`src/rtl/rom_load_pkg.sv`:
```
// Shared types and default geometry for the ROM download sequencer.
// Regions are packed back to back: CPU, then graphics, then colour PROM.
package rom_load_pkg;

    localparam int unsigned DefCpuSize  = 16384;
    localparam int unsigned DefGfxSize  = 4096;
    localparam int unsigned DefPromSize = 32;
    localparam int unsigned DefRstHold  = 16;

    localparam int unsigned DefGfxBase  = DefCpuSize;
    localparam int unsigned DefPromBase = DefCpuSize + DefGfxSize;
    localparam int unsigned DefTotal    = DefCpuSize + DefGfxSize + DefPromSize;

    typedef enum logic [2:0] {
        StIdle,
        StLoad,
        StDrain,
        StHold,
        StRun,
        StFault
    } state_e;

    typedef enum logic [1:0] {
        RegNone,
        RegCpu,
        RegGfx,
        RegProm
    } region_e;

endpackage

```
`src/rtl/rom_load_ctrl_if.sv`:
```
// Download bus between the HPS ioctl stream (master) and the ROM sequencer (slave),
// including the region write port fed into the core.
interface rom_load_ctrl_if;

    logic        ioctl_download;
    logic        ioctl_wr;
    logic [24:0] ioctl_addr;
    logic [7:0]  ioctl_dout;

    logic [15:0] dn_addr;
    logic [7:0]  dn_data;
    logic        dn_wr_cpu;
    logic        dn_wr_gfx;
    logic        dn_wr_prom;

    modport master (
        output ioctl_download, ioctl_wr, ioctl_addr, ioctl_dout,
        input  dn_addr, dn_data, dn_wr_cpu, dn_wr_gfx, dn_wr_prom
    );

    modport slave (
        input  ioctl_download, ioctl_wr, ioctl_addr, ioctl_dout,
        output dn_addr, dn_data, dn_wr_cpu, dn_wr_gfx, dn_wr_prom
    );

endinterface

```
`src/rtl/rom_region_decode.sv`:
```
// Maps an image byte address onto a ROM region and its region-local offset.
// Anything at or beyond the end of the image (or above 64 KiB) decodes to no region.
module rom_region_decode
    import rom_load_pkg::*;
#(
    parameter int unsigned CPU_SIZE  = DefCpuSize,
    parameter int unsigned GFX_SIZE  = DefGfxSize,
    parameter int unsigned PROM_SIZE = DefPromSize
) (
    input  logic [24:0] addr,
    output region_e     region,
    output logic [15:0] offset,
    output logic        in_range
);

    localparam logic [24:0] GfxBase  = 25'(CPU_SIZE);
    localparam logic [24:0] PromBase = 25'(CPU_SIZE + GFX_SIZE);
    localparam logic [24:0] Total    = 25'(CPU_SIZE + GFX_SIZE + PROM_SIZE);

    always_comb begin
        region = RegNone;
        offset = '0;
        if (addr[24:16] == '0 && addr < Total) begin
            if (addr < GfxBase) begin
                region = RegCpu;
                offset = addr[15:0];
            end else if (addr < PromBase) begin
                region = RegGfx;
                offset = addr[15:0] - GfxBase[15:0];
            end else begin
                region = RegProm;
                offset = addr[15:0] - PromBase[15:0];
            end
        end
    end

    assign in_range = (region != RegNone);

endmodule

```
`src/rtl/rom_load_ctrl.sv`:
```
// Steers the HPS ROM download into the core's ROM regions, checksums it, and holds
// the core in reset until a complete, in-range image has landed and settled.
module rom_load_ctrl
    import rom_load_pkg::*;
#(
    parameter int unsigned CPU_SIZE  = DefCpuSize,
    parameter int unsigned GFX_SIZE  = DefGfxSize,
    parameter int unsigned PROM_SIZE = DefPromSize,
    parameter int unsigned RST_HOLD  = DefRstHold
) (
    input  logic           clk_sys,
    input  logic           reset,
    input  logic           soft_reset,
    rom_load_ctrl_if.slave bus,
    output logic           core_reset,
    output logic           load_done,
    output logic           load_error,
    output logic [7:0]     checksum
);

    localparam logic [16:0] TotalCnt = 17'(CPU_SIZE + GFX_SIZE + PROM_SIZE);
    localparam logic [15:0] HoldInit = 16'(RST_HOLD - 1);

    state_e      state_q;
    logic [16:0] count_q;
    logic [15:0] hold_q;
    logic        oor_q;
    logic [15:0] dn_addr_q;
    logic [7:0]  dn_data_q;
    logic        wr_cpu_q;
    logic        wr_gfx_q;
    logic        wr_prom_q;

    region_e     region;
    logic [15:0] offset;
    logic        in_range;
    logic        start_load;

    rom_region_decode #(
        .CPU_SIZE (CPU_SIZE),
        .GFX_SIZE (GFX_SIZE),
        .PROM_SIZE(PROM_SIZE)
    ) u_decode (
        .addr    (bus.ioctl_addr),
        .region  (region),
        .offset  (offset),
        .in_range(in_range)
    );

    // A new download may pre-empt any state except an active load/drain.
    assign start_load = bus.ioctl_download && (state_q inside {StIdle, StHold, StRun, StFault});

    always_ff @(posedge clk_sys) begin
        if (reset) begin
            state_q    <= StIdle;
            count_q    <= '0;
            hold_q     <= '0;
            oor_q      <= 1'b0;
            dn_addr_q  <= '0;
            dn_data_q  <= '0;
            wr_cpu_q   <= 1'b0;
            wr_gfx_q   <= 1'b0;
            wr_prom_q  <= 1'b0;
            load_done  <= 1'b0;
            load_error <= 1'b0;
            checksum   <= '0;
            core_reset <= 1'b1;
        end else begin
            wr_cpu_q   <= 1'b0;
            wr_gfx_q   <= 1'b0;
            wr_prom_q  <= 1'b0;
            core_reset <= (state_q != StRun) | soft_reset;
            if (start_load) begin
                state_q    <= StLoad;
                count_q    <= '0;
                oor_q      <= 1'b0;
                checksum   <= '0;
                load_done  <= 1'b0;
                load_error <= 1'b0;
            end else begin
                unique case (state_q)
                    StLoad: begin
                        // The strobe on the cycle download drops is still taken.
                        if (bus.ioctl_wr) begin
                            if (in_range) begin
                                dn_addr_q <= offset;
                                dn_data_q <= bus.ioctl_dout;
                                wr_cpu_q  <= (region == RegCpu);
                                wr_gfx_q  <= (region == RegGfx);
                                wr_prom_q <= (region == RegProm);
                                checksum  <= checksum + bus.ioctl_dout;
                                if (count_q != '1) count_q <= count_q + 17'd1;
                            end else begin
                                oor_q <= 1'b1;
                            end
                        end
                        if (!bus.ioctl_download) state_q <= StDrain;
                    end
                    StDrain: begin
                        if (count_q == TotalCnt && !oor_q) begin
                            state_q <= StHold;
                            hold_q  <= HoldInit;
                        end else begin
                            state_q    <= StFault;
                            load_error <= 1'b1;
                        end
                    end
                    StHold: begin
                        if (hold_q == '0) begin
                            state_q   <= StRun;
                            load_done <= 1'b1;
                        end else begin
                            hold_q <= hold_q - 16'd1;
                        end
                    end
                    StIdle, StRun, StFault: ;
                    default: state_q <= StIdle;
                endcase
            end
        end
    end

    assign bus.dn_addr    = dn_addr_q;
    assign bus.dn_data    = dn_data_q;
    assign bus.dn_wr_cpu  = wr_cpu_q;
    assign bus.dn_wr_gfx  = wr_gfx_q;
    assign bus.dn_wr_prom = wr_prom_q;

endmodule

```
`src/flat_wrapper.sv`:
```
// flat-port wrapper written by rule: the top's interface ports become plain ports
module rom_load_ctrl_flat import rom_load_pkg::*;
#(
    parameter int unsigned CPU_SIZE  = DefCpuSize,
    parameter int unsigned GFX_SIZE  = DefGfxSize,
    parameter int unsigned PROM_SIZE = DefPromSize,
    parameter int unsigned RST_HOLD  = DefRstHold
)
  (clk_sys, reset, soft_reset, core_reset, load_done, load_error, checksum, bus_ioctl_download, bus_ioctl_wr, bus_ioctl_addr, bus_ioctl_dout, bus_dn_addr, bus_dn_data, bus_dn_wr_cpu, bus_dn_wr_gfx, bus_dn_wr_prom);
  rom_load_ctrl_if bus_i ();
  input  logic clk_sys;
  input  logic reset;
  input  logic soft_reset;
  output logic core_reset;
  output logic load_done;
  output logic load_error;
  output logic [7:0] checksum;
  input wire logic [$bits(bus_i.ioctl_download)-1:0] bus_ioctl_download;
  input wire logic [$bits(bus_i.ioctl_wr)-1:0] bus_ioctl_wr;
  input wire logic [$bits(bus_i.ioctl_addr)-1:0] bus_ioctl_addr;
  input wire logic [$bits(bus_i.ioctl_dout)-1:0] bus_ioctl_dout;
  output wire logic [$bits(bus_i.dn_addr)-1:0] bus_dn_addr;
  output wire logic [$bits(bus_i.dn_data)-1:0] bus_dn_data;
  output wire logic [$bits(bus_i.dn_wr_cpu)-1:0] bus_dn_wr_cpu;
  output wire logic [$bits(bus_i.dn_wr_gfx)-1:0] bus_dn_wr_gfx;
  output wire logic [$bits(bus_i.dn_wr_prom)-1:0] bus_dn_wr_prom;
  assign bus_i.ioctl_download = bus_ioctl_download;
  assign bus_i.ioctl_wr = bus_ioctl_wr;
  assign bus_i.ioctl_addr = bus_ioctl_addr;
  assign bus_i.ioctl_dout = bus_ioctl_dout;
  assign bus_dn_addr = bus_i.dn_addr;
  assign bus_dn_data = bus_i.dn_data;
  assign bus_dn_wr_cpu = bus_i.dn_wr_cpu;
  assign bus_dn_wr_gfx = bus_i.dn_wr_gfx;
  assign bus_dn_wr_prom = bus_i.dn_wr_prom;
  rom_load_ctrl #(.CPU_SIZE(CPU_SIZE), .GFX_SIZE(GFX_SIZE), .PROM_SIZE(PROM_SIZE), .RST_HOLD(RST_HOLD)) u_core (.clk_sys(clk_sys), .reset(reset), .soft_reset(soft_reset), .bus(bus_i), .core_reset(core_reset), .load_done(load_done), .load_error(load_error), .checksum(checksum));
endmodule
```
`config.mk`:
```
export PLATFORM = sky130hd
export DESIGN_NAME = rom_load_ctrl_flat
export DESIGN_NICKNAME = d
export VERILOG_FILES = /design/src/rtl/rom_load_pkg.sv /design/src/rtl/rom_load_ctrl_if.sv /design/src/rtl/rom_region_decode.sv /design/src/rtl/rom_load_ctrl.sv /design/src/flat_wrapper.sv
export SDC_FILE = /design/constraint.sdc
export NUM_CORES = 1
export LEC_CHECK = 0
export ABC_AREA = 1
export CORE_MARGIN = 4
export CORE_UTILIZATION = 35
export DETAILED_ROUTE_END_ITERATION = 7
export SLEW_MARGIN = 10
export SYNTH_ARGS = -nofsm -noshare
export SYNTH_HDL_FRONTEND = slang
export SYNTH_SLANG_ARGS = --single-unit
```
`constraint.sdc`:
```
create_clock -name clk_sys -period 3.68 [get_ports clk_sys]
set_clock_uncertainty 0.15 [all_clocks]
set_input_delay 0.92 -clock clk_sys [delete_from_list [all_inputs] [get_ports clk_sys]]
set_output_delay 0.92 -clock clk_sys [all_outputs]
set_load 0.02 [all_outputs]
```
## Yosys cells after proc, flatten, opt, wreduce, memory -nomap -nowiden

Cells that the tools add are included.

| storage, ports and cells | value |
|---|---|
| output and inout port bits | 38 |
| logic and storage cells | 83 |
| flip-flop bits (word level) | 75 |

| cells by class | value |
|---|---|
| add/subtract/negate cells | 5 |
| multiplexer cells | 14 |
| equality and inequality tests | 18 |
| bitwise gates (word level) | 7 |
| reduce and logical (&&, ||, !) cells | 22 |
| $lt $le $gt $ge | 3 |

Operators by type and width:

| kind | number |
|---|---|
| $mux 16 | 5 |
| $lt 25x15->1 const B | 3 |
| $pmux 16 s2 | 1 |
| $sub 16x15->16 const B | 2 |
| $add 17x1->17 const B | 1 |
| $eq 17x15->1 const B | 1 |
| $ne 17x17->1 const B | 1 |
| $logic_not 16->1 | 1 |
| $sub 16x1->16 const B | 1 |
| $pmux 3 s4 | 1 |
| $reduce_and 3->1 | 4 |
| $reduce_and 4->1 | 3 |
| $logic_not 9->1 | 1 |
| $mux 3 | 3 |
| $add 8x8->8 | 1 |
| $eq 3x2->1 const B | 2 |
| $eq 3x3->1 const B | 2 |
| $ne 2x2->1 const B | 3 |
| $ne 3x2->1 const B | 2 |
| $not 1->1 | 6 |
| $reduce_or 5->1 | 1 |
| $eq 2x2->1 const B | 2 |
| $mux 2 | 2 |
| $ne 2x1->1 const B | 2 |
| other kinds (13) | 18 |

## Logic depth before layout (Yosys ltp)

Gate-level depths: netlist (run 1).

| depth | value |
|---|---|
| depth after elaboration | 7 |
| gate-level depth with buffers | 12 |
| gate-level depth less buffers | 11 |

## Modules after synthesis

From an unflattened synthesis (run 1), not the netlist that was laid out.

| unflattened totals | value |
|---|---|
| cells, all modules | 621 |
| area, all modules | 4110.2 um^2 |

Modules (own cells, without submodules):

| module | area an instance (um^2) | cells each | instances | seq. area each (um^2) |
|---|---|---|---|---|
| rom_load_ctrl | 3754.9 | 548 | 1 | 1501.4 |
| rom_region_decode | 355.3 | 73 | 1 | 0.0 |

## Least setup slack after synthesis (run 1)

OpenSTA, ideal clock, no wires.

| timing path | value |
|---|---|
| path kind | input to register |
| start point | input port bus_ioctl_dout[0] |
| end point | register u_core.checksum[6] |
| data arrival time | 2.027 ns |
| stages | 9 |
| required time | 3.466 ns |
| path slack | 1.439 ns |
| buffers on the path | 0 |
| setup time | 0.064 ns |
| cells stage by stage | ha_1 inv_1 fa_1 inv_1 nand4_1 o211ai_1 xor2_1 nor2_1 nor2_1 |

| on the way | value |
|---|---|
| longest elaborated chain between the ends | 1 |

RTL lines:

| what | RTL line | RTL |
|---|---|---|
| start: declaration | flat_wrapper.sv:21 | `input wire logic [$bits(bus_i.ioctl_dout)-1:0] bus_ioctl_dout;` |
| $add 8x8->8 | rom_load_ctrl.sv:91 | `checksum <= checksum + bus.ioctl_dout;` |
| end signal: assignment | rom_load_ctrl.sv:91 |  |
| end: declaration | rom_load_ctrl.sv:18 | `output logic [7:0] checksum` |

Every way passes these cells.
A chain may end at the register's enable or synchronous reset.

## Worst setup path in the final report (run 1)

| timing path | value |
|---|---|
| start point | register u_core.count_q[1] |
| end point | register u_core.count_q[7] |

| on the way | value |
|---|---|
| longest elaborated chain between the ends | 2 |

RTL lines:

| what | RTL line | RTL |
|---|---|---|
| start: declaration | rom_load_ctrl.sv:25 | `logic [16:0] count_q;` |
| start signal: assignment | rom_load_ctrl.sv:92 | `if (count_q != '1) count_q <= count_q + 17'd1;` |
| branches (longest 2 deep; another with $add 17x1->17) | n/a |  |

Parallel ways; which one is timed is not known.

==> results.py, run 1 <==
metrics = {
    "clock_network": {
        "clk_pin_slew_worst_paths_ps": 60,
        "cts_setup_buffers": 0,
        "htreeDepth": 3,
        "postCtsHoldBufs": 0,
        "root_buffer": "clkbuf_16",
        "cts_buffer_depth": 2,
        "insertion_delay_ps": 330,
        "cts_resized": 0,
        "cts_tree": "done",
        "cts_buffers": 9,
        "cts.sinks": 75,
    },
    "sta": {
        "hold_viol": 0,
        "rsz0062_at_grt": "no",
        "finalMaxSlewViolations": 0,
        "period_needed_ps": 2755,
        "finalSetupViolations": 0,
        "clock.fmax_ghz": 0.3630,
        "slew_headroom_pct": 57.48,
        "tns_ps": 0,
        "fin_crit_sh_pct": 74.87,
        "tightest_slew_ps": 637.2,
    },
    "layout": {
        "diodes": 0,
        "final_core_util_pct": 46.42,
        "drive_above_1_share_pct": 7.091,
        "area_delta_synth_final_pct": 28.17,
        "fin_nets": 739,
    },
    "global_route": {
        "grt_pass1_wl_microns": 18980,
        "grt_max_degree": 33,
        "antenna_found_initial": 0,
        "gr-total-overflow": 0,
        "grt_pass1_vias": 4079,
        "grt_use_total_pct": 16.10,
    },
    "pwr": {
        "p_leak_nw": 2.295,
        "pwr_density_cell_mw_per_mm2": 372.6,
        "peakVddDrop_mv": 0.1898,
    },
    "setup_path": {
        "start_kind": "flop",
        "end_kind": "flop",
        "cp.required_ps": 3780,
        "cp_max_fo": 18,
        "critPathKind": "reg -> reg",
        "worstRegToRegCells": 11,
        "arrival_ps": 2860,
    },
    "synthesis": {
        "netlist_top_cells_count": "nand2_1, nor2_1, dfxtp_1",
        "synth_flop_cell": "dfxtp_1",
        "yosysSeqAreaShare_pct": 35.69,
        "yosys.cell_types.count": 40,
        "synth_nets": 665,
        "synth_area_per_cell_sq_um": 6.851,
        "yosysMostFrequentCell": "nand2_1",
        "synthSimpleGateAreaFrac_pct": 35.34,
        "synth_mux_area_share_pct": 0,
        "synthAdderAreaFrac_pct": 4.045,
        "synthTopCellsByArea": "dfxtp_1, nand2_1, nor2_1, a21oi_1, inv_1",
        "synth_top_family_by_area": "simple AND/OR/NAND/NOR gates",
        "synth_compound_area_share_pct": 11.15,
        "synth_edf_count": 0,
        "synthCells": 614,
        "synth_top_area_share_pct": 35.69,
        "yosys_warnings": 0,
        "synthXorXnorAreaFrac_pct": 5.622,
        "async_flop_share_pct": 0,
        "synth.cell_area_sq_mm": 0.004207,
        "synth_top_cell_by_area": "dfxtp_1",
        "synth_seq_cells": 75,
    },
    "floorplanning": {
        "rows": 39,
        "dieHeight_microns": 117.6,
        "dieArea_sq_mm": 0.01384,
        "io_pins": 76,
        "core_sq_mm": 0.01161,
        "initial_utilization_pct": 36.22,
        "die_w_microns": 117.6,
    },
    "routing": {
        "wl_microns": 10880,
        "dr_total_vias": 4077,
        "postRouteAntennaNets": 0,
        "avgViaCountPerCell": 4.888,
        "wire_per_inst_microns": 13.05,
        "remaining_drc_errors": 0,
        "firstDrtPassIters": 4,
        "drt_iter0_markers": 167,
    },
    "place": {
        "io_buffers": 75,
        "dp_hpwl_microns": 8068,
        "gp_congestion": 0.8938,
    },
    "outcome": {
        "status": "finished, final reports clean",
    },
    "hold_path": {
        "min_path_cells": 2,
        "hold_class": "reg -> reg",
    },
    "job": {
        "drv_cap": 0,
    },
}
layout by cell type (no fill, tap or decap), types with 2 or more instances in the layout:
cell	synthesis	layout
o21bai_1	2	2
a21oi_1	52	52
nand2_1	146	146
nand2_2	2	2
buf_4	6	8
dfxtp_1	75	75
inv_2	4	4
ha_1	12	12
nand3_2	3	3
clkinv_1	2	2
nor2_4	7	7
clkdlybuf4s50_1	0	75
clkbuf_16	0	9
nand4_1	24	24
inv_1	48	48
xor2_1	18	18
nor3_1	5	5
nor2_2	2	2
xnor2_1	9	9
nand3_1	23	23
nor2_1	117	117
o21ai_0	19	19
bufinv_16	0	3
o21ai_1	8	8
or2_2	2	2
cell families after synthesis:
logic type	Yosys count
AOI/OAI and AO/OA	87
and+or+nand+nor	337
DFF	75
buffers and inverters	75
adders and majority gates	13
xor gates and xnor gates	27
sequential cells by signal, indices dropped and copies added (netlist names):
signal                 flops
u_core.core_reset          1
u_core.load_error          1
u_core.hold_q             16
u_core.bus.dn_data         8
u_core.load_done           1
u_core.count_q            17
u_core.bus.dn_addr        16
u_core.state_q             3
u_core.oor_q               1
u_core.checksum            8
u_core.bus.dn_wr_gfx       1
u_core.bus.dn_wr_cpu       1
u_core.bus.dn_wr_prom      1
critical path, cell delays in order, from the launching register on:
cell and delay [ps]:
dfxtp_1 380, ha_1 230, nand2_1 90, nor2_1 300, nand4_1 150, nor4_1 300
ha_1 210, clkinv_1 50, buf_4 200, nand4_2 340, nand2_1 110, a21oi_1 170
report_power, final:
group          switching, mW  internal [mW]  leakage, nW
logic                  0.109         0.0865         1.53
registers            0.00718          0.818        0.604
clock network          0.333          0.655        0.161
total                  0.450           1.56         2.29
worst paths after layout:
check	slack (ps)	start	end
worst min register to register	300	u_core.bus.dn_addr[15]	u_core.bus.dn_addr[15]
worst max register to register	920	u_core.count_q[1]	u_core.count_q[7]
worst max-delay path	920	u_core.count_q[1]	u_core.count_q[7]
worst min-delay path	300	u_core.bus.dn_addr[15]	u_core.bus.dn_addr[15]
layer usage:
metal	share of wire, %	global-route usage (%)
met2	45	26.09
met3	5.1	4.998
met1	48	20.65
met5	0	0
met4	1.5	4.615
final cells by class:
type | instances | area [sq um]
Fill cell | 1163 | 6222
Multi-Input combinational cell | 464 | 2362
Sequential cell | 75 | 1501
Clock buffer | 9 | 225.2
Inverter | 55 | 209.0
Tap cell | 143 | 178.9
Timing Repair Buffer | 83 | 810.8
Clock inverter | 5 | 103.9
per-stage QoR:
stage                     hold WS (ps)  setup slack (ps)  cell area, sq um  std cells  power [mW]
after floorplan                  287.7              1439              4207        614      0.9672
after global placement           300.1             762.5              5062        820       1.037
after detailed placement         299.3             657.4              5062        820       1.040
after CTS                        306.6             865.8              5391        834       2.027
after global routing             336.6             625.5              5391        834       2.083
final                            304.2             924.9              5391        834       2.009
No activity file was read; power rests on OpenSTA's default activity.
==> inputs of run 2 (changes only) <==
==> constraint.sdc (replaced) <==
create_clock -name clk_sys -period 2.88 [get_ports clk_sys]
set_clock_uncertainty 0.15 [all_clocks]
set_input_delay 0.72 -clock clk_sys [delete_from_list [all_inputs] [get_ports clk_sys]]
set_output_delay 0.72 -clock clk_sys [all_outputs]
set_load 0.02 [all_outputs]
==> results.py, run 2 (synthesized netlist as in run 1, its figures left out) <==
metrics = {
    "job": {
        "drv_cap": 0,
    },
    "pwr": {
        "p_leak_nw": 2.289,
        "p_total_mw": 2.547,
        "peakVddDrop_mv": 0.3101,
        "pwr_density_cell_mw_per_mm2": 472.0,
    },
    "layout": {
        "fin_nets": 738,
        "top_register": "u_core.count_q",
        "final_common_cell": "nand2_1",
        "final_cell_mix": "nand2_1, nor2_1, clkdlybuf4s50_1, dfxtp_1, a21oi_1",
        "area_delta_synth_final_pct": 28.29,
        "diodes": 0,
        "largest_reg_flops": 17,
        "final_cells": 835,
        "drive_above_1_share_pct": 7.081,
    },
    "global_route": {
        "grt_pass1_vias": 3922,
        "grt_pass1_wl_microns": 17930,
        "gr-total-overflow": 0,
        "grt_use_total_pct": 15.38,
        "antenna_found_initial": 0,
        "grt_max_degree": 33,
    },
    "setup_path": {
        "slowest_delay_ps": 510,
        "crit_buf_inv": 2,
        "critPathTopFamily": "simple AND/OR/NAND/NOR gates",
        "cp_common_cell": "nand2_1",
        "cp_max_fo": 32,
        "worst-r2r-setup-slack_ps": 390,
        "critPathKind": "in -> reg",
        "path_cells": "clkdlybuf4s50_1 -> inv_1 -> nand3_1 -> nor2_1 -> nand2_1 -> nand3_2 -> nor2_4 -> nand2_4 -> nand2_1 -> nand2_1 -> a21oi_2",
        "start_kind": "input port",
        "slowest_stage": "clkdlybuf4s50_1",
        "cp.required_ps": 3000,
        "end_kind": "flop",
        "arrival_ps": 2670,
    },
    "clock_network": {
        "cts.sinks": 75,
        "root_buffer": "clkbuf_16",
        "cts_resized": 0,
        "clk_pin_slew_worst_paths_ps": 60,
        "postCtsHoldBufs": 0,
        "insertion_delay_ps": 330,
        "cts_tree": "done",
        "htreeDepth": 3,
        "cts_buffers": 9,
        "cts_buffer_depth": 2,
        "cts_setup_buffers": 0,
    },
    "sta": {
        "finalSetupViolations": 0,
        "period_needed_ps": 2551,
        "clock.fmax_ghz": 0.3920,
        "slew_headroom_pct": 68.02,
        "rsz0062_at_grt": "no",
        "tightest_slew_ps": 478.5,
        "fin_crit_sh_pct": 88.59,
        "fin_hold_ws_ps": 308.9,
        "finalMaxSlewViolations": 0,
        "tns_ps": 0,
        "hold_viol": 0,
    },
    "floorplanning": {
        "rows": 39,
        "core_sq_mm": 0.01161,
        "initial_utilization_pct": 36.22,
        "io_pins": 76,
        "dieHeight_microns": 117.6,
        "die_w_microns": 117.6,
        "dieArea_sq_mm": 0.01384,
    },
    "place": {
        "placed_cells": 819,
        "io_buffers": 75,
        "dp_hpwl_microns": 7815,
        "gp_congestion": 0.8643,
    },
    "outcome": {
        "status": "finished, final reports clean",
    },
    "routing": {
        "wl_microns": 10640,
        "dr_total_vias": 4083,
        "wire_per_inst_microns": 12.75,
        "firstDrtPassIters": 4,
        "remaining_drc_errors": 0,
        "drt_iter0_markers": 148,
        "avgViaCountPerCell": 4.890,
        "postRouteAntennaNets": 0,
    },
    "hold_path": {
        "hold_class": "reg -> reg",
    },
}
## run 2: report_power, final
part / switching (mW) / leakage [nW] / internal [mW]
sequential: 0.00826 / 0.604 / 1.05
clock: 0.436 / 0.159 / 0.805
combinational: 0.140 / 1.53 / 0.112
## run 2: per-stage QoR
step / utilization (%) / setup WS, ps / instance area [sq um]
detailed placement: 43.63 / -34.65 / 5067
finish: 46.47 / 328.7 / 5396
global route: 46.47 / 83.18 / 5396
CTS: 46.47 / 319.1 / 5396
global placement: 43.63 / 29.71 / 5067
floorplan: - / 689.1 / 4207
## run 2: final timing paths
check,startpoint,to,cells past startpoint
worst max-delay path,bus_ioctl_addr[13],u_core.bus.dn_data[1],11
worst min-delay path,u_core.load_done,u_core.load_done,2
worst max register to register,u_core.count_q[1],u_core.count_q[10],10
worst min register to register,u_core.load_done,u_core.load_done,2
## run 2: area by class of cell
type                       instances  area [sq um]
fill                            1181          6217
multi-input combinational        464          2362
sequential                        75          1501
timing repair buffer              82         815.8
clock buffer                      12         256.5
inverter                          55         209.0
tap                              143         178.9
clock inverter                     4         72.57
## run 2: routing by layer
layer	share of wire [%]	GRT usage (%)
met5	0	0
met4	2.5	7.179
met3	5.5	4.277
met2	46	25.12
met1	46	18.77
## run 2: worst min-delay path, cell delays in order, from the launching register on
cell,delay (ps)
dfxtp_1,310
inv_1,50
a21oi_1,50
==> RTL edit 1 (settings of run 2) <==
Make the reset (`reset`) asynchronous in one clocked block.
--- a/src/rtl/rom_load_ctrl.sv
+++ b/src/rtl/rom_load_ctrl.sv
@@ -51,5 +51,5 @@
     assign start_load = bus.ioctl_download && (state_q inside {StIdle, StHold, StRun, StFault});
 
-    always_ff @(posedge clk_sys) begin
+    always_ff @(posedge clk_sys or posedge reset) begin
         if (reset) begin
             state_q    <= StIdle;
Function: differs if reset is asserted again (counterexample within 4 cycles, from zero or initial values and one cycle with reset high); with reset held inactive, the same outputs for 4 cycles.
==> RTL edit 1 against run 2 <==
  * Sequential share of layout area increased by 4.9 points
  * Sequential cell count unchanged
  * Final area increased by 6.3%
  * First-iteration DRC count increased by 110%
  * Largest cell class unchanged
  * Synthesized cell count decreased by 2.0%
  * Routed wire length decreased by 1.6%
  * Non-clock buffer count unchanged
  * Register-to-register slack improved by 0.09 ns
  * Area after synthesis increased by 6.7%
  * Die area increased by 6.2%
  * Via count decreased by 2.4%
  * Worst setup slack improved by 0.15 ns
Power is not compared: it rests on default switching activity, and its combinational part moved more than twofold at a synthesized area within 25%.
==> RTL edit 1: results (changes against run 2) <==
- Slew Limit Headroom: 68.8% (was 68.0%)
- Pin count of the biggest net entering global routing: 76 (was 33)
- All-Layer GR Usage: 15.4% (about the same)
- Met3 WL: 314 um (was 588 um)
- CP max stage cell: dfrtp_1 (was clkdlybuf4s50_1)
- Crit-path max FO: 17 (was 32)
- 1st-iter DRT viols: 309 (was 148)
- P_leak: 2.84 nW
- Pre-CTS setup slack: 0.270 ns (was -0.0347 ns)
- Vias: 3987 (was 4083)
- Wire per inst: 12.3 um (was 12.7 um)
- Crit-path max cell delay: 0.41 ns (was 0.51 ns)
- Vias in the first global route: 3893 (was 3922)
- Top reg by flops: u_core.count_q (unchanged)
- Root Driver: clkbuf_16 (unchanged)
- Post-synth top cells: nand2_1, nand3_1, dfrtp_1 (was nand2_1, nor2_1, dfxtp_1)
- Share of the yosys chip area belonging to registers: 41.9% (was 35.7%)
- Clk_lat worst skew: 0.34 ns
- Routability cong.: 0.860 (was 0.864)
- Met2 WL: 5250 um (was 4900 um)
- Final Hold Vio Count: 0 (unchanged)
- Resized cells post-CTS: 0 (unchanged)
- Status: finished clean (unchanged)
- Top cells by area, synth: dfrtp_1, nand2_1, nand3_1, nor2_1, inv_1 (was dfxtp_1, nand2_1, nor2_1, a21oi_1, inv_1)
- Fraction of final layout cells sized beyond drive strength 1: 9.22% (was 7.08%)
- Layout Nets: 729 (was 738)
- DR pass1 iterations: 4 (unchanged)
- Met1 wire length: 4770 um (was 4880 um)
- Fraction of registers with async set/reset: 100% (was 0%)
- First-pass GRT wire length: 18200 um (was 17900 um)
- Primary FF master, synth: dfrtp_1 (was dfxtp_1)
- Dpl hpwl: 7560 um (was 7810 um)
- H-tree depth: 3 (unchanged)
- Yosys cell types: 38 (was 40)
- Initial antenna violation count: 0 (unchanged)
- Net Count, Synth: 653 (was 665)
- Worst EP arrival: 2.53 ns (was 2.67 ns)
RTL edit 1: cell count changes after synthesis, moves of 6 or more:
cell / before / now
xor2_1: 18 / 9
nand2_1: 146 / 196
or2_2: 2 / 9
inv_1: 48 / 57
o21ai_0: 19 / 9
dfrtp_1: 0 / 74
nand3_1: 23 / 85
buf_4: 6 / 0
o21ai_2: 1 / 10
nand4_1: 24 / 4
dfxtp_1: 75 / 0
a21oi_1: 52 / 7
nor2_1: 117 / 62
RTL edit 1: logic make-up (layout without fill, tap and decap cells):
family	after synthesis	in the layout	synth area share, %
AOI/OAI and AO/OA	39	39	5.44
xor gates and xnor gates	15	15	2.93
adders and majority gates	13	13	3.79
buffers and inverters	79	160	8.31
DFF	75	75	41.9
and+or+nand+nor	381	381	37.7
RTL edit 1: final cells by class:
| class | count | area (sq um) |
|---|---|---|
| fillers | 1280 | 6830 |
| multi-input cells | 448 | 2240 |
| flip-flops and latches | 75 | 1880 |
| repair buffers | 82 | 828 |
| inverters | 62 | 235 |
| clock buffers | 10 | 229 |
| well taps | 172 | 215 |
| clock inverters | 6 | 114 |
RTL edit 1: layer usage:
| metal | up-vias | global-route usage, % |
|---|---|---|
| met3 | 9 | 2.80 |
| met4 | 0 | 5.88 |
| met1 | 1854 | 18.8 |
| li1 | 2059 | - |
| met2 | 65 | 26.9 |
| met5 | - | 0 |
RTL edit 1: power groups by stage:
stage,sequential [W],combinational [W],clock [W]
after floorplan,0.00124,0.000734,0
after global placement,0.00124,0.000915,0
after detailed placement,0.00125,0.000935,0
after CTS,0.00123,0.000941,0.00135
after global routing,0.00124,0.00107,0.00139
final,0.00123,0.000929,0.00130
RTL edit 1: path summary, 6_finish.rpt:
kind / startpoint / endpoint / slack, ns / cells after the start
max: u_core.count_q[0] / u_core.count_q[14] / 0.48 / 10
min: u_core.bus.dn_addr[2] / u_core.bus.dn_addr[2] / 0.33 / 2
max reg2reg: u_core.count_q[0] / u_core.count_q[14] / 0.48 / 10
min reg2reg: u_core.bus.dn_addr[2] / u_core.bus.dn_addr[2] / 0.33 / 2
max in group asynchronous: reset / u_core.core_reset / 1.57 / 3
min in group asynchronous: reset / u_core.bus.dn_data[5] / 0.60 / 3
RTL edit 1: tightest hold or removal path, delay by kind of cell, from the launching register on:
kind	cells	cell delay, ns
DFF	1	0.34
and+or+nand+nor	2	0.10
RTL edit 1: metrics by stage:
stage | instance area [sq um] | instances | power, W | hold slack, ns
global placement | 5390 | 839 | 0.00216 | 0.298
CTS | 5740 | 855 | 0.00352 | 0.329
global route | 5740 | 855 | 0.00370 | 0.356
floorplan | 4490 | 602 | 0.00197 | 0.304
finish | 5740 | 855 | 0.00346 | 0.327
detailed placement | 5390 | 839 | 0.00218 | 0.312
==> RTL edit 2 (settings of run 2) <==
Without the edit above. Compare `count_q` against `TotalCnt` with >= in place of ==.
--- a/src/rtl/rom_load_ctrl.sv
+++ b/src/rtl/rom_load_ctrl.sv
@@ -98,5 +98,5 @@
                     end
                     StDrain: begin
-                        if (count_q == TotalCnt && !oor_q) begin
+                        if (count_q >= TotalCnt && !oor_q) begin
                             state_q <= StHold;
                             hold_q  <= HoldInit;
Function: same outputs for any inputs over 4 cycles, from zero or initial values and one cycle with reset high; that may be too few to reach the edited logic, so the function may still have changed.
==> RTL edit 2 against run 2 <==
  * Power is 1.8% lower
  * Worst setup slack improved by 0.27 ns
  * Area after synthesis decreased by 2.7%
  * Final area fell by 1.9%
  * Non-clock buffer count is 1 lower
  * Core utilization fell by 0.12 points
  * Routed wire length fell by 1.8%
  * Largest power group unchanged
  * Critical path type unchanged
  * Sequential cell count unchanged
==> RTL edit 2: results (changes against run 2) <==
- Reg2reg setup slack: 0.70 ns (was 0.39 ns)
- Crit-path max FO: 24 (was 32)
- Net Count, Synth: 663 (was 665)
- Yosys cell types: 35 (was 40)
- Worst R2R Path Depth: 8 (was 10)
- Max clock buf depth: 2 (unchanged)
- Comb pwr share: 7.6% (was 9.9%)
- P_leak: 2.23 nW (was 2.29 nW)
- First-pass GRT wire length: 18100 um (was 17900 um)
- Hold Startpoint: u_core.load_done (unchanged)
- Dpl hpwl: 7670 um (was 7810 um)
- Wire per inst: 12.6 um (was 12.7 um)
- 1st-iter DRT viols: 176 (was 148)
- Vias in the first global route: 3978 (was 3922)
- Max FFs per register: 17 (unchanged)
- Worst r2r src: u_core.count_q[0] (was u_core.count_q[1])
- Crit-path max cell delay: 0.55 ns (was 0.51 ns)
- Top reg by flops: u_core.count_q (unchanged)
- Worst EP arrival: 2.39 ns (was 2.67 ns)
- Worst VDD drop: 269 uV (was 310 uV)
- Share of the yosys chip area belonging to registers: 36.7% (was 35.7%)
- Post-synth top cells: nand2_1, nor2_1, dfxtp_1 (unchanged)
- CP max stage cell: clkdlybuf4s50_1 (unchanged)
- Clk_lat worst skew: 0.34 ns
- All-Layer GR Usage: 16.7% (was 15.4%)
- Fraction of registers with async set/reset: 0% (unchanged)
- Resized cells post-CTS: 0 (unchanged)
- Worst setup path endpoint: u_core.checksum[4] (was u_core.bus.dn_data[1])
- H-tree depth: 3 (unchanged)
- Fraction of final layout cells sized beyond drive strength 1: 6.24% (was 7.08%)
- DR pass1 iterations: 4 (unchanged)
- Setup Buffers After CTS: 0 (unchanged)
- Initial antenna violation count: 0 (unchanged)
- Root Driver: clkbuf_16 (unchanged)
- Top cells by area, synth: dfxtp_1, nand2_1, nor2_1, a21oi_1, nand3_1 (was dfxtp_1, nand2_1, nor2_1, a21oi_1, inv_1)
- # diodes: 0 (unchanged)
- Slew Limit Headroom: 68.6% (was 68.0%)
- Port Buffers: 75 (unchanged)
- Layout Nets: 735 (was 738)
- Number of CTS-inserted buffers: 9 (unchanged)
- Crit path launch: bus_ioctl_addr[14] (was bus_ioctl_addr[13])
- Vias per cell: 4.84 (was 4.89)
- Clk pin slew, worst setup/hold paths: 0.06 ns (about the same)
- Internal power: 0.00196 W (about the same)
- Routability cong.: 0.842 (was 0.864)
- Pin count of the biggest net entering global routing: 25 (was 33)
- Status: finished clean (unchanged)
- Tightest Hold Check Type: reg -> reg (unchanged)
- RR Endpoint: u_core.count_q[6] (was u_core.count_q[10])
- Yosys synthesis warning count: 0 (unchanged)
-- RTL edit 2: power groups by stage --
stage	Sequential (W)	Clock (W)	Combinational, W
floorplan	0.00107	0	0.000107
global placement	0.00107	0	0.000188
detailed placement	0.00107	0	0.000190
CTS	0.00105	0.00130	0.000191
global route	0.00105	0.00134	0.000213
finish	0.00105	0.00126	0.000190
-- RTL edit 2: metrics by stage --
stage	power (W)	area [sq um]	cells	setup WS (ns)	util (%)
2_1_floorplan	0.00118	4090	612	0.852	-
3_3_place_gp	0.00126	4950	816	0.253	43.4
3_5_place_dp	0.00126	4950	816	0.239	43.4
4_1_cts	0.00254	5290	832	0.597	46.4
5_1_grt	0.00260	5290	832	0.375	46.4
6_report	0.00250	5290	832	0.602	46.4
-- RTL edit 2: critical path, delay by kind of cell --
| family | cells | cell delay [ns] |
|---|---|---|
| buffers and inverters | 2 | 0.87 |
| AO/OA/AOI/OAI | 2 | 0.23 |
| AND/OR/NAND/NOR | 5 | 0.55 |
-- RTL edit 2: routing by layer --
layer	global-route usage, %	vias up	part of all wire [%]
met4	7.35	0	2.1
met5	0	-	0
met3	5.54	15	6.6
met2	27.0	90	45
met1	20.3	1828	46
li1	-	2090	-
-- RTL edit 2: cell type report --
type,count,area (sq um)
sequential,75,1500
tap,143,179
timing repair buffer,81,796
clock buffer,13,270
fill,1199,6130
clock inverter,3,68.8
inverter,53,199
multi-input combinational,464,2280
-- RTL edit 2: kinds of logic after synthesis --
| logic type | after synthesis | synth area share (%) |
|---|---|---|
| simple gates | 338 | 34.9 |
| compound gates | 89 | 11.4 |
| flops | 75 | 36.7 |
| buf+inv | 73 | 7.67 |
| xor+xnor | 24 | 5.13 |
| fa+ha+maj | 13 | 4.16 |
-- RTL edit 2: how the worst min path moves through the flow --
stage	endpoint	slack (ns)	cells after the start
after floorplan	u_core.hold_q[15]	0.30	2
after global placement	u_core.load_done	0.29	2
after detailed placement	u_core.load_done	0.29	2
after CTS	u_core.load_done	0.30	2
after global routing	u_core.bus.dn_addr[15]	0.32	2
final	u_core.load_done	0.29	2
